File: config.mk
export PLATFORM = sky130hd
export DESIGN_NAME = stage_bundle_pipe
export DESIGN_NICKNAME = d
export VERILOG_FILES = /design/src/rtl/stage_bundle_pipe.sv
export SDC_FILE = /design/constraint.sdc
export NUM_CORES = 1
export LEC_CHECK = 0
export CORE_MARGIN = 3
export CORE_UTILIZATION = 40
export DETAILED_ROUTE_END_ITERATION = 12
export DONT_BUFFER_PORTS = 1
export PLACE_DENSITY_LB_ADDON = 0.3
export SETUP_SLACK_MARGIN = 0.02
export SYNTH_ARGS = -nofsm -noshare
export SYNTH_HDL_FRONTEND = slang
export SYNTH_SLANG_ARGS = --single-unit
File: constraint.sdc
create_clock -name clk -period 1.74 [get_ports clk]
set_input_delay 0.348 -clock clk [delete_from_list [all_inputs] [get_ports clk]]
set_output_delay 0.348 -clock clk [all_outputs]
set_load 0.02 [all_outputs]
File: src/rtl/stage_bundle_pipe.sv
// stage_bundle_pipe
// Two-entry (main + skid) buffered pipeline stage. It carries one bundle
// {y, t, x, n, ovf}, taken from either the "past" or the "new" input group.
// in_ready is decoded from registered state only, so there is no
// combinational path from out_ready back to in_ready.
//
// Ports
//   clk, rst_n            clock, asynchronous active-low reset
//   select                0 = take *_past bundle, 1 = take *_new bundle
//   y_*/t_*/x_*/n_*       candidate bundle fields
//   ovf_*/valid_*         candidate overflow flag and valid
//   flush                 synchronous discard of every buffered bundle
//   ovf_clr               synchronous clear of ovf_sticky
//   in_ready              the stage can accept a bundle this cycle
//   y, t, x, n, ovf       contents of the head (main) entry
//   v, out_ready          head valid / downstream consumes the head
//   last                  head is valid and is the final term (n == N_LAST)
//   ovf_sticky            some accepted bundle had ovf = 1
module stage_bundle_pipe #(
  parameter int              DATA_W = 32,
  parameter int              X_W    = 8,
  parameter int              N_W    = 4,
  parameter logic [N_W-1:0]  N_LAST = {N_W{1'b1}}  // 4'hF at the default width
) (
  input  logic              clk,
  input  logic              rst_n,
  input  logic              select,
  input  logic [DATA_W-1:0] y_past,
  input  logic [DATA_W-1:0] y_new,
  input  logic [DATA_W-1:0] t_past,
  input  logic [DATA_W-1:0] t_new,
  input  logic [X_W-1:0]    x_past,
  input  logic [X_W-1:0]    x_new,
  input  logic [N_W-1:0]    n_past,
  input  logic [N_W-1:0]    n_new,
  input  logic              ovf_past,
  input  logic              ovf_new,
  input  logic              valid_past,
  input  logic              valid_new,
  input  logic              flush,
  input  logic              ovf_clr,
  output logic              in_ready,
  output logic [DATA_W-1:0] y,
  output logic [DATA_W-1:0] t,
  output logic [X_W-1:0]    x,
  output logic [N_W-1:0]    n,
  output logic              ovf,
  output logic              v,
  input  logic              out_ready,
  output logic              last,
  output logic              ovf_sticky
);

  typedef struct packed {
    logic [DATA_W-1:0] y;
    logic [DATA_W-1:0] t;
    logic [X_W-1:0]    x;
    logic [N_W-1:0]    n;
    logic              ovf;
  } bundle_t;

  typedef enum logic [1:0] {
    EMPTY = 2'd0,
    ONE   = 2'd1,
    FULL  = 2'd2
  } state_t;

  state_t  state_q, state_d;
  bundle_t main_q, skid_q;
  bundle_t sel_b;
  logic    sel_valid;
  logic    push, pop;
  logic    load_main, load_skid, main_from_skid;

  // Source mux: all fields switch together on select.
  always_comb begin
    if (select) begin
      sel_b     = '{y: y_new, t: t_new, x: x_new, n: n_new, ovf: ovf_new};
      sel_valid = valid_new;
    end else begin
      sel_b     = '{y: y_past, t: t_past, x: x_past, n: n_past, ovf: ovf_past};
      sel_valid = valid_past;
    end
  end

  assign in_ready = (state_q != FULL);
  assign v        = (state_q != EMPTY);
  assign push     = sel_valid & in_ready & ~flush;
  assign pop      = v & out_ready & ~flush;

  // NOTE: every output of this block gets a default first, so no path
  // through the case can leave a signal unassigned and infer a latch.
  always_comb begin
    state_d        = state_q;
    load_main      = 1'b0;
    load_skid      = 1'b0;
    main_from_skid = 1'b0;
    unique case (state_q)
      EMPTY: begin
        if (push) begin
          state_d   = ONE;
          load_main = 1'b1;
        end
      end
      ONE: begin
        if (push && !pop) begin
          state_d   = FULL;
          load_skid = 1'b1;
        end else if (pop && !push) begin
          state_d = EMPTY;
        end else if (push && pop) begin
          load_main = 1'b1;  // head leaves, new bundle takes its place
        end
      end
      FULL: begin
        // in_ready is 0 here, so push cannot happen.
        if (pop) begin
          state_d        = ONE;
          load_main      = 1'b1;
          main_from_skid = 1'b1;
        end
      end
      default: state_d = EMPTY;
    endcase
    // push/pop are already gated by flush, so no entry is loaded either.
    if (flush) state_d = EMPTY;
  end

  // NOTE: sequential state uses non-blocking assignments so every register
  // samples the pre-edge values, independent of statement order.
  always_ff @(posedge clk or negedge rst_n) begin
    if (!rst_n) state_q <= EMPTY;
    else        state_q <= state_d;
  end

  // NOTE: the two data entries are reset as well, because the head fields
  // are visible on the outputs and must read zero while in reset.
  always_ff @(posedge clk or negedge rst_n) begin
    if (!rst_n) begin
      main_q <= '0;
      skid_q <= '0;
    end else begin
      if (load_main) main_q <= main_from_skid ? skid_q : sel_b;
      if (load_skid) skid_q <= sel_b;
    end
  end

  // A set from an accepted ovf bundle wins over a same-cycle clear.
  always_ff @(posedge clk or negedge rst_n) begin
    if (!rst_n)                ovf_sticky <= 1'b0;
    else if (push && sel_b.ovf) ovf_sticky <= 1'b1;
    else if (ovf_clr)          ovf_sticky <= 1'b0;
  end

  assign y    = main_q.y;
  assign t    = main_q.t;
  assign x    = main_q.x;
  assign n    = main_q.n;
  assign ovf  = main_q.ovf;
  assign last = v & (main_q.n == N_LAST);

endmodule

==> flow_metrics.tcl <==
set metrics [dict create \
    clock_latency_ps 420 \
    r2r-start "state_q[0]" \
    post-route-util_pct 54.89 \
    place_congestion 0.7223 \
    cts-root-buf "clkbuf_16" \
    r2r_slack_ps -90 \
    arrival_ps 2180 \
    worstMarginPinSlew_ps 519.3 \
    leakagePower_nw 4.535 \
    r2r_end "skid_q[62]" \
    core_area_mm2 0.01821 \
    max_freq_mhz 545.8 \
    drv_slew 0 \
    cp.required_ps 2090 \
    rsz0062_at_grt "true" \
    dpl_worst_slack_ps -127.7 \
    wirelength_mm 20.40 \
    setup_viol 55 \
    fin_ws_ps -92.21 \
    clockBufferDepth 2 \
    outcome "complete, but fails checks" \
    synth_seq_cells 157 \
    avgSynthCellArea_um2 9.780 \
    die_y_um 143.2 \
    pin_count 243 \
    layout-drive-gt1-share_pct 27.02 \
    reg2regPathDepth 8 \
    vias 5564 \
    whs_ps -377.0 \
    synth_top_area_share_pct 52.17 \
    htreeDepth 4 \
    die_w_um 143.2 \
    skew_ps 9.033 \
    powerDensity_mw_per_mm2 1233 \
    holdBufCountCts 2 \
    first_global_vias 4996 \
    use_met1_pct 22.05 \
    dieArea_mm2 0.02051 \
    vdd_drop_max_mv 0.6627 \
    layout.nets 978 \
    firstDrtPassIters 4 \
    grt_max_degree 158 \
    drc 0 \
    dp.final_hpwl_mm 11.39 \
    seq_area_frac_synth_pct 52.17 \
    synth-xor-area-share_pct 0 \
    viasPerCell 5.259 \
    synthesis.area_mm2 0.007531 \
    synth_area_leader_cell "dfrtp_1" \
    syn_inst 770 \
    failed_checks "negative hold slack, negative setup slack" \
    synth_mux_area_share_pct 20.73 \
    ys_async_sr_fraction_pct 100.0 \
    synth_top_family_by_area "multiplexers" \
    crit_path_start_kind "register" \
    busiest_layer "met2" \
    cap_violations 0 \
    fin_crit_ps 1832 \
    hold_class "input pin to asynchronous set/reset pin" \
    ant_nets 0 \
    synth-simple-area-share_pct 9.038 \
    use_met3_pct 6.296 \
    timing.slew.headroom_pct 64.39 \
    drt_iter0_markers 202 \
    diodes 0 \
    netlist_top_cells_area "dfrtp_1, mux2i_1, a21oi_1" \
    grt.total_usage_pct 16.79 \
    worstSetupPathType "register to register" \
    yosys.cell_types.count 23 \
    cts.clk_slew.worst_paths_ps 70 \
    wl_per_cell_um 19.28 \
    num_rows 49 \
    synth-warning-count 0 \
    cts_tree "built" \
    path_max_fanout 18 \
    cts_buffers 17 \
    fin_crit_sh_pct 105.3 \
    synth-edff-count 0 \
    synth_compound_area_share_pct 10.48 \
    start_util_pct 41.36 \
    hold_viol_final 157 \
    area_growth_pct 32.71 \
    cts_sinks 157 \
    synthFlopType "dfrtp_1" \
    synth_nets 932 \
    port_buffers 0 \
    yosys.area_share.adder_pct 0.1329 \
    grt.met2_usage_pct 26.56 \
    endpoint_kind "register" \
    grt-ovfl-total 0 \
    grt_antenna_before_repair 1 \
    grt_pass1_wl_mm 26.85 \
]
[sequential cells by signal (all words and copies together) (netlist names)]
register / flops
skid_q: 77
t: 32
y: 32
x: 8
n: 4
state_q: 2
ovf: 1
ovf_sticky: 1
[per-stage QoR]
step / total power, mW / TNS (ps) / cell area (µm²) / instances
2_1_floorplan: 7.317 / 0 / 7531 / 770
3_3_place_gp: 7.707 / -1791 / 7941 / 981
3_5_place_dp: 7.806 / -3296 / 7941 / 981
4_1_cts: 12.09 / -380.5 / 8777 / 1022
5_1_grt: 12.99 / -9801 / 9995 / 1058
6_report: 12.33 / -1905 / 9995 / 1058
[cells by family after synthesis]
kind of cell | after synthesis
buf+inv | 130
simple gates | 170
mux | 156
flops | 157
fa+ha+maj | 1
compound gates | 156
[layout make-up]
cell class | instances | area, µm²
Fill cell | 1593 | 8214
Sequential cell | 157 | 3930
Multi-Input combinational cell | 483 | 3523
Timing Repair Buffer | 78 | 1301
Clock buffer | 19 | 442.9
Inverter | 79 | 300.3
Tap cell | 229 | 286.5
Clock inverter | 13 | 210.2
[worst max path at each step]
stage                from         end  slack (ps)  cells after the start
4_1_cts        state_q[1]        last        -130                      5
6_report       state_q[0]  skid_q[62]         -90                      8
2_1_floorplan  state_q[1]  skid_q[10]           8                      6
3_3_place_gp   state_q[1]       t[24]         -80                      4
3_5_place_dp   state_q[1]       t[16]        -130                      4
5_1_grt        state_q[0]        last        -160                      5
[synth_stat cells, types with 2 or more instances]
cell,n
dfrtp_1,157
mux2i_1,156
nor2_1,156
a21oi_1,154
inv_1,79
buf_2,34
buf_1,7
clkbuf_1,5
nor2b_1,4
buf_6,3
buf_4,2
nor3_1,2
[layer usage]
layer  vias up  part of all wire, %
met4         2                  1.1
li1       2650                    -
met2       197                   49
met3        15                  7.6
met5         -                0.064
met1      2700                   43
[power breakdown]
| part | total, mW | leakage [nW] | internal, mW | switching, mW |
|---|---|---|---|---|
| registers | 6.14 | 1.81 | 4.76 | 1.38 |
| clock network | 4.18 | 0.314 | 2.60 | 1.58 |
| logic | 2.01 | 2.41 | 1.01 | 0.994 |
| total | 12.3 | 4.53 | 8.38 | 3.95 |
[placed cells by master, fill, tap and decap left out, types with 2 or more instances in the layout]
| master | Yosys | final |
|---|---|---|
| bufinv_16 | 0 | 5 |
| inv_1 | 79 | 78 |
| buf_16 | 0 | 2 |
| nor2_1 | 156 | 105 |
| inv_6 | 0 | 3 |
| clkinv_2 | 0 | 2 |
| nor2_2 | 0 | 37 |
| nor2b_1 | 4 | 3 |
| a21oi_2 | 0 | 54 |
| dlygate4sd3_1 | 0 | 2 |
| mux2i_1 | 156 | 156 |
| buf_8 | 0 | 3 |
| a21oi_1 | 154 | 98 |
| clkinvlp_4 | 0 | 3 |
| nor2_4 | 0 | 14 |
| buf_6 | 3 | 16 |
| clkbuf_16 | 0 | 37 |
| buf_12 | 0 | 19 |
| dfrtp_1 | 157 | 156 |
| buf_4 | 2 | 16 |
| a21oi_4 | 0 | 2 |
[critical path, stage by stage (launching register included)]
cell	delay [ps]
dfrtp_1	390
buf_4	150
or3b_4	390
nor4_4	180
buf_6	220
buf_12	120
clkbuf_16	160
nor2_1	50
a21oi_1	100
[repair_timing]
| item | 4_1_cts | 5_1_grt |
|---|---|---|
| gates cloned | 2 | 23 |
| pin swaps | 4 | 22 |
| hold endpoints to repair | 159 | 157 |
| endpoints found under the setup margin | 131 | 157 |
| buffers inserted | 5 | 14 |
| resized for setup | 22 | 156 |
(Power assumes the default switching activity.)
